$ cat src/rtl/pipelined_block_subtractor_if.sv
// pipelined_block_subtractor_if
//   Operand/result bus of the pipelined block subtractor.
//   Producer side: in_valid, in_ready, a (minuend), b (subtrahend).
//   Consumer side: out_valid, out_ready, d (a - b), borrow (a < b unsigned).
//   With PIPELINED_BLOCK_SUBTRACTOR_FLAGS_EN defined the consumer side also
//   carries ovf (signed overflow) and zero (d == 0).
//   modport slave  : subtractor view
//   modport master : producer/consumer view
interface pipelined_block_subtractor_if #(
  parameter int NBIT = 32
);
  logic            in_valid;
  logic            in_ready;
  logic [NBIT-1:0] a;
  logic [NBIT-1:0] b;
  logic            out_valid;
  logic            out_ready;
  logic [NBIT-1:0] d;
  logic            borrow;
`ifdef PIPELINED_BLOCK_SUBTRACTOR_FLAGS_EN
  logic            ovf;
  logic            zero;

  modport slave  (input in_valid, a, b, out_ready,
                  output in_ready, out_valid, d, borrow, ovf, zero);
  modport master (output in_valid, a, b, out_ready,
                  input in_ready, out_valid, d, borrow, ovf, zero);
`else
  modport slave  (input in_valid, a, b, out_ready,
                  output in_ready, out_valid, d, borrow);
  modport master (output in_valid, a, b, out_ready,
                  input in_ready, out_valid, d, borrow);
`endif
endinterface

$ cat src/rtl/pipelined_block_subtractor.sv
// pipelined_block_subtractor
//   d = a - b (mod 2^NBIT), one NBIT_BLOCK-wide slice resolved per stage,
//   inter-slice carry registered between stages. Latency BLOCK_NUM cycles,
//   one result per cycle while the consumer is ready.
//   Ports:
//     clk    : rising-edge clock
//     reset  : synchronous, active-high; flushes every in-flight transaction
//     bus    : pipelined_block_subtractor_if.slave (valid/ready in and out)
//   Optional: PIPELINED_BLOCK_SUBTRACTOR_FLAGS_EN adds registered ovf/zero
//   outputs aligned with d.

// One slice: a + ~b + cin.
module pbs_slice #(
  parameter int W = 4
) (
  input  logic [W-1:0] a,
  input  logic [W-1:0] b,
  input  logic         cin,
  output logic [W-1:0] s,
  output logic         cout
);
  assign {cout, s} = {1'b0, a} + {1'b0, ~b} + {{W{1'b0}}, cin};
endmodule

module pipelined_block_subtractor #(
  parameter int NBIT       = 32,
  parameter int NBIT_BLOCK = 4
) (
  input logic                         clk,
  input logic                         reset,
  pipelined_block_subtractor_if.slave bus
);
  localparam int BLOCK_NUM = NBIT / NBIT_BLOCK;
  localparam int W         = NBIT_BLOCK;
  localparam int STAGES    = BLOCK_NUM - 1;

  if (NBIT % NBIT_BLOCK != 0) begin : g_chk
    $error("pipelined_block_subtractor: NBIT must be divisible by NBIT_BLOCK");
  end

  // Whole pipeline moves as one; a bubble at the tail still lets it advance.
  logic            adv;
  logic [STAGES:0] vld_pipe;

  assign adv           = ~vld_pipe[STAGES] | bus.out_ready;
  assign bus.in_ready  = adv;
  assign bus.out_valid = vld_pipe[STAGES];

  always_ff @(posedge clk) begin
    if (reset) begin
      vld_pipe <= '0;
    end else if (adv) begin
      for (int k = STAGES; k > 0; k--) vld_pipe[k] <= vld_pipe[k-1];
      vld_pipe[0] <= bus.in_valid;
    end
  end

  // Stage k: res_q holds result slices 0..k with the untouched a slices above
  // them in the same word; g_fwd.b_q keeps only the b slices still to come.
  for (genvar k = 0; k < BLOCK_NUM; k++) begin : stg
    logic [NBIT-1:0]   op_a, res_d, res_q;
    logic [NBIT-1:k*W] b_in;
    logic [W-1:0]      s;
    logic              cin, cout, c_q;

    if (k == 0) begin : g_src
      assign op_a = bus.a;
      assign b_in = bus.b;
      assign cin  = 1'b1;
    end else begin : g_src
      assign op_a = stg[k-1].res_q;
      assign b_in = stg[k-1].g_fwd.b_q;
      assign cin  = stg[k-1].c_q;
    end

    pbs_slice #(.W(W)) u_slice (
      .a   (op_a[k*W +: W]),
      .b   (b_in[k*W +: W]),
      .cin (cin),
      .s   (s),
      .cout(cout)
    );

    always_comb begin
      res_d           = op_a;
      res_d[k*W +: W] = s;
    end

    // Final carry resets to 1 so that borrow (its inverse) reads 0.
    always_ff @(posedge clk) begin
      if (reset) begin
        res_q <= '0;
        c_q   <= (k == STAGES);
      end else if (adv) begin
        res_q <= res_d;
        c_q   <= cout;
      end
    end

    if (k < STAGES) begin : g_fwd
      logic [NBIT-1:(k+1)*W] b_q;
      always_ff @(posedge clk) begin
        if (reset)    b_q <= '0;
        else if (adv) b_q <= b_in[NBIT-1:(k+1)*W];
      end
    end

`ifdef PIPELINED_BLOCK_SUBTRACTOR_FLAGS_EN
    // The a and b sign bits reach the last stage untouched inside op_a/b_in.
    if (k == STAGES) begin : g_flg
      logic ovf_q, zero_q;
      always_ff @(posedge clk) begin
        if (reset) begin
          ovf_q  <= 1'b0;
          zero_q <= 1'b0;
        end else if (adv) begin
          ovf_q  <= (op_a[NBIT-1] ^ b_in[NBIT-1]) & (res_d[NBIT-1] ^ op_a[NBIT-1]);
          zero_q <= (res_d == '0);
        end
      end
    end
`endif
  end

  assign bus.d      = stg[STAGES].res_q;
  assign bus.borrow = ~stg[STAGES].c_q;
`ifdef PIPELINED_BLOCK_SUBTRACTOR_FLAGS_EN
  assign bus.ovf    = stg[STAGES].g_flg.ovf_q;
  assign bus.zero   = stg[STAGES].g_flg.zero_q;
`endif
endmodule

$ cat src/flat_wrapper.sv
// flat-port wrapper written by rule: the top's interface ports become plain ports
module pipelined_block_subtractor_flat 
#(
  parameter int NBIT       = 32,
  parameter int NBIT_BLOCK = 4
)
  (clk, reset, bus_in_valid, bus_a, bus_b, bus_out_ready, bus_in_ready, bus_out_valid, bus_d, bus_borrow);
  pipelined_block_subtractor_if #(.NBIT(NBIT)) bus_i ();
  input logic clk;
  input logic reset;
  input wire logic [$bits(bus_i.in_valid)-1:0] bus_in_valid;
  input wire logic [$bits(bus_i.a)-1:0] bus_a;
  input wire logic [$bits(bus_i.b)-1:0] bus_b;
  input wire logic [$bits(bus_i.out_ready)-1:0] bus_out_ready;
  output wire logic [$bits(bus_i.in_ready)-1:0] bus_in_ready;
  output wire logic [$bits(bus_i.out_valid)-1:0] bus_out_valid;
  output wire logic [$bits(bus_i.d)-1:0] bus_d;
  output wire logic [$bits(bus_i.borrow)-1:0] bus_borrow;
  assign bus_i.in_valid = bus_in_valid;
  assign bus_i.a = bus_a;
  assign bus_i.b = bus_b;
  assign bus_i.out_ready = bus_out_ready;
  assign bus_in_ready = bus_i.in_ready;
  assign bus_out_valid = bus_i.out_valid;
  assign bus_d = bus_i.d;
  assign bus_borrow = bus_i.borrow;
  pipelined_block_subtractor #(.NBIT(NBIT), .NBIT_BLOCK(NBIT_BLOCK)) u_core (.clk(clk), .reset(reset), .bus(bus_i));
endmodule
$ cat config.mk
export PLATFORM = sky130hd
export DESIGN_NAME = pipelined_block_subtractor_flat
export DESIGN_NICKNAME = d
export VERILOG_FILES = /design/src/rtl/pipelined_block_subtractor_if.sv /design/src/rtl/pipelined_block_subtractor.sv /design/src/flat_wrapper.sv
export SDC_FILE = /design/constraint.sdc
export NUM_CORES = 1
export LEC_CHECK = 0
export CAP_MARGIN = 20
export CORE_MARGIN = 2
export CORE_UTILIZATION = 30
export DETAILED_ROUTE_END_ITERATION = 10
export PLACE_DENSITY = 0.56
export SLEW_MARGIN = 10
export SYNTH_ARGS = -nofsm -noshare
export SYNTH_HDL_FRONTEND = slang
export SYNTH_HIERARCHICAL = 1
export SYNTH_SLANG_ARGS = --single-unit
$ cat constraint.sdc
create_clock -name clk -period 1.8 [get_ports clk]
set_input_delay 0.45 -clock clk [delete_from_list [all_inputs] [get_ports clk]]
set_output_delay 0.45 -clock clk [all_outputs]
set_load 0.05 [all_outputs]
Word level (Yosys, flattened, before mapping). Index checks and enable logic that the tools add are counted.

Flip-flop bits (word level): 384. Input bits: 68. Output and inout port bits: 35. Word-level logic and storage cells: 51.

Add/sub/neg operators: 16. Bitwise gates (word level): 11.

Operators with widths (number): $add A4 B4 Y5 (8); $add A5 B1 Y5 (7); $not A4 Y4 (8); $add A5 B1 Y5 const B (1); $not A1 Y1 (2); $or A1 B1 Y1 (1).

Logic depth before layout (Yosys ltp).
Depth in word-level cells: 3. Mapped depth: 8. Mapped depth without buffers: 8.

Cells and area by module. Netlist, hierarchy kept.

By module, submodules not included: pipelined_block_subtractor (instances 1, cells an instance 1368, area an instance 15159.5 um^2, sequential area each 7687.4 um^2); pbs_slice (instances 8, cells an instance 19, area an instance 151.4 um^2, sequential area each 0.0 um^2).

Worst setup path before layout. No wires, ideal clock.

Kind: reg2out. Start: register u_core.vld_pipe[7]. End: output port bus_in_ready. Data arrival time: 1.653 ns. Path slack: -0.303 ns. Cell stages (with the launch flop): 5. Cells stage by stage: dfxtp_1 > nor2b_1 > buf_4 > buf_6 > clkinv_1.

Longest elaborated chain between the ends: 2.

RTL lines: from (decl) (line pipelined_block_subtractor.sv:43) `logic [STAGES:0] vld_pipe;`; from (signal assigned) (line pipelined_block_subtractor.sv:51) `vld_pipe <= '0;`; $not A1 Y1 (line pipelined_block_subtractor.sv:45) `assign adv = ~vld_pipe[STAGES] | bus.out_ready;`; $or A1 B1 Y1 (line pipelined_block_subtractor.sv:45); to (decl) (line flat_wrapper.sv:15) `output wire logic [$bits(bus_i.in_ready)-1:0] bus_in_ready;`.

No other way between the ends.

Worst setup path after layout. Ends and elaborated chain as after synthesis.

==> run summary <==
The routed wire length on met2 is about 13 mm. The worst setup path startpoint is u_core/vld_pipe[7]. The average wire per standard cell came out at 13.50 µm. Yosys mapped the design onto 24 distinct sky130hd cell types. The detail-routed via count per cell came out at 4.394. The number of H-tree levels came out at 2. The fraction of post-synthesis cell area in the top cell type by area is 46.96%. By area the synthesized netlist is led by sky130_fd_sc_hd__dfxtp_1 47%, sky130_fd_sc_hd__mux2i_1 18%, sky130_fd_sc_hd__nand2b_1 15%. The count of buffering cells on the critical path with inverters included came out at 2. The count of non-filler cells in the finished layout is ~2300.

The worst register-to-register path begins at u_core/stg[6].res_q[28]. The critical path start-end classification is register to output pin. In this run, placement finished with an instance count of 2258. Measured against its own limit, the worst slew margin works out to 56.98%. The via count of the first global-routing pass is between 10000 and 15000. The flow ran to the end, and the final reports show no timing, DRC or antenna violations.

The setup TNS after final layout came out at 0 ns. In the routed design, unresolved DRC markers number 0. After detailed routing, no signal wire sits above met4. On the critical path the largest part of the delay comes from flip-flops. The total grt overflow came out at 0. Cells with a size suffix above 1 make up 10.66% of the layout. The maximum net fanout on the critical path came out at 3. Of all cell types, the one taking the most synthesized area is sky130_fd_sc_hd__dfxtp_1. After synthesis, the mean cell area works out to roughly 11 µm².

The minimum clock period is 1.716 ns. The die span in y is 237.6 µm. The total via count after detailed routing is 10268. The critical path goes through nor2b_4 -> clkinv_2 -> buf_6. For this run, the leading register cell type out of synthesis is sky130_fd_sc_hd__dfxtp_1. Input and output buffers added on the ports amount to just over 100. For this configuration, the core starts out at a cell density of 30.36%. The die area is 56450 µm². The detailed-routing iteration count for the pre-antenna-repair pass came out at 4. Before CTS, the worst setup slack after placement is -0.4304 ns.

The post-synthesis instance total came out at around 1500. The number of violations reported at the end of detailed-routing iteration 0 is around 350. The congestion estimate from routability-driven global placement came to 0.7249. In this run, CTS created clock tree buffers numbering 42. Setup violations remaining at the end of the flow were counted as 0.

The max-capacitance violation count came out at 0. The latest clock arrival within the worst-skew pair came out at 0.56 ns. On the critical path, the stage with the largest delay is an instance of sky130_fd_sc_hd__dfxtp_4. On the worst path, the slowest cell contributes a delay of 0.35 ns.

In this run the deepest clock path goes through 3 buffers. The initial antenna violation count came out at 0. By count the netlist is led by 384 x sky130_fd_sc_hd__dfxtp_1, 382 x sky130_fd_sc_hd__nand2b_1, 287 x sky130_fd_sc_hd__mux2i_1, 96 x sky130_fd_sc_hd__o21ai_0, 89 x sky130_fd_sc_hd__nand4bb_1. The final worst hold slack is 0.3950 ns. Setup repair after global routing left no endpoint under its margin. The worst register-to-register path ends at u_core/stg[7].c_q. The transition time at the pin with the least slew margin came out at 0.6453 ns.

The critical path required time came out at 1.35 ns. The layout-stage area growth over the synthesis result is 22.20%. The cell at the root of the clock tree is sky130_fd_sc_hd__clkbuf_16. The register clock-pin slew on the reported worst setup and hold paths came out at 0.06 ns. In this run the number of cells on the critical path is 3.

Summing the sequential cell areas from Yosys gives 46.96% of the chip area. The number of warnings reported in the yosys synthesis log is 6. On the final layout, the worst clock skew is around 0.014 ns. Hold repair after CTS inserted 0 buffers. The total of flip-flops plus latches after synthesis is approximately 380.

The power per cell area is 966.3 nW/µm². After routing the design area is 20000 µm². The number of failing hold endpoints at the final stage is 0.

The count of antenna-violating nets left after detailed routing came out at 0. The total chip power came out at 19.33 mW. The final-stage net count is 1716. For this design the static power due to leakage is approximately 7 nW.

Among all cell types in the netlist, the one instantiated most often is sky130_fd_sc_hd__dfxtp_1. The overall track demand over capacity in global routing came out at a little under an eighth. The worst setup path is captured at an output pin. The count of standard-cell rows is 85.

In this run, synthesis inferred 0 flip-flops with an integrated enable. The worst setup path is launched from a register. The fraction of the cycle the final worst path needs came out at a little over nine tenths. The number of I/O pins came out at between 100 and 150.

The final core area utilization is 37.10%. The post-synthesis net count came out at 1628. The total routed wire length on the met1 layer came out at 16.95 mm. Setup slack on the worst reg-to-reg path comes out at about 0.11 ns.

After detailed routing, the met3 layer carries 1.222 mm of wire. The worst-case IR drop observed on VDD is 0.6032 mV. The summed instance area of the synthesized netlist is 16370 µm².

The worst hold path belongs to the class input pin to register. The number of cells on the worst reg-to-reg path came out at 8. The horizontal die dimension came out at 237.6 µm.

The arrival time at the worst endpoint is around 1.3 ns. In the synthesized netlist the async set-or-reset flop fraction comes to 0%. The global-route wire length before repair came out at 53.50 mm. The total clock sinks is 384. The max-slew violation count is 0. Once detailed placement completed, the half-perimeter wirelength came to 20.81 mm. The post-place instance area came out at 18510 µm². Entering global routing, the biggest net connects 106 pins. TritonCTS built the clock tree. The count of antenna diodes in the layout came out at 0. The maximum frequency from static timing analysis is 582.8 MHz. The minimum setup slack in the final design came out at 0.08429 ns. The final layout contains routed wiring with a total length of 31.55 mm. The most critical setup path has its endpoint at bus_in_ready. After floorplanning, the core was sized to cover 53920 µm².
## area by class of cell
type | instances | area (µm²)
tap | 696 | 870.8
fill | 5267 | 33920
inverter | 59 | 222.7
timing repair buffer | 159 | 1891
multi-input combinational | 962 | 7865
sequential | 384 | 7691
clock inverter | 12 | 172.7
clock buffer | 65 | 1291
## cells in the final DEF (no fill, tap or decap), types with 9 or more instances in the layout
| cell | netlist | layout |
|---|---|---|
| sky130_fd_sc_hd__a21oi_1 | 9 | 9 |
| sky130_fd_sc_hd__inv_1 | 58 | 58 |
| sky130_fd_sc_hd__clkdlybuf4s50_1 | 0 | 65 |
| sky130_fd_sc_hd__o21ai_0 | 96 | 96 |
| sky130_fd_sc_hd__xor2_1 | 16 | 16 |
| sky130_fd_sc_hd__clkbuf_8 | 0 | 9 |
| sky130_fd_sc_hd__buf_12 | 0 | 42 |
| sky130_fd_sc_hd__clkbuf_16 | 0 | 45 |
| sky130_fd_sc_hd__mux2i_1 | 287 | 287 |
| sky130_fd_sc_hd__clkbuf_1 | 79 | 11 |
| sky130_fd_sc_hd__nand4bb_1 | 89 | 89 |
| sky130_fd_sc_hd__nand2b_1 | 382 | 382 |
| sky130_fd_sc_hd__fa_1 | 16 | 12 |
| sky130_fd_sc_hd__ha_1 | 24 | 24 |
| sky130_fd_sc_hd__buf_4 | 17 | 49 |
| sky130_fd_sc_hd__dfxtp_1 | 384 | 383 |
## layer usage
metal  up-vias  global-route usage (%)
met1      4723                   16.62
met3        46                   2.694
met2       115                   16.53
met5         -                       0
met4         0                   3.850
li1       5384                       -
## tightest hold or removal path, cell delays in order
cell and delay (ns):
sky130_fd_sc_hd__buf_2 0.14, sky130_fd_sc_hd__nor2b_4 0.05, sky130_fd_sc_hd__clkinv_2 0.05, sky130_fd_sc_hd__buf_4 0.14, sky130_fd_sc_hd__a21oi_1 0.07
## worst min path at each step
stage,slack [ns],startpoint,cells after the start,end
floorplan,0.42,u_core/vld_pipe[6],2,u_core/vld_pipe[7]
global placement,0.43,u_core/vld_pipe[6],2,u_core/vld_pipe[7]
detailed placement,0.44,u_core/vld_pipe[6],2,u_core/vld_pipe[7]
CTS,0.36,bus_out_ready,5,u_core/vld_pipe[7]
global route,0.38,bus_out_ready,5,u_core/vld_pipe[7]
finish,0.39,bus_out_ready,5,u_core/vld_pipe[7]
## state kept, by name, indices dropped and copies added (netlist names)
name / cells
u_core/vld_pipe: 8
u_core/bus.d: 32
u_core/stg.res_q: 224
u_core/stg.g_fwd.b_q: 112
u_core/stg.c_q: 8
## power by group
part / internal [mW] / total, mW / switching [mW]
Clock: 5.52 / 8.96 / 3.44
Combinational: 0.751 / 1.40 / 0.650
Sequential: 8.85 / 8.97 / 0.117
Total: 15.1 / 19.3 / 4.21
## cells by family (layout without fill, tap and decap cells)
group / after synthesis / in the layout / share of synthesized area (%)
DFF: 384 / 384 / 46.96
adders and majority gates: 40 / 40 / 3.791
AOI/OAI and AO/OA: 129 / 129 / 4.249
muxes: 287 / 287 / 17.55
buffers and inverters: 174 / 295 / 5.105
other: 1 / 1 / 0.02291
xor gates and xnor gates: 16 / 16 / 0.8560
and+or+nand+nor: 489 / 489 / 21.47
## repair_timing
| action | CTS | global route |
|---|---|---|
| hold endpoints to repair | 0 | 0 |
| cloned | 0 | 0 |
| endpoints found under the setup margin | 1 | 3 |
| buffers inserted | 1 | 1 |
| gates resized for setup | 1 | 4 |
(Power assumes the default switching activity.)
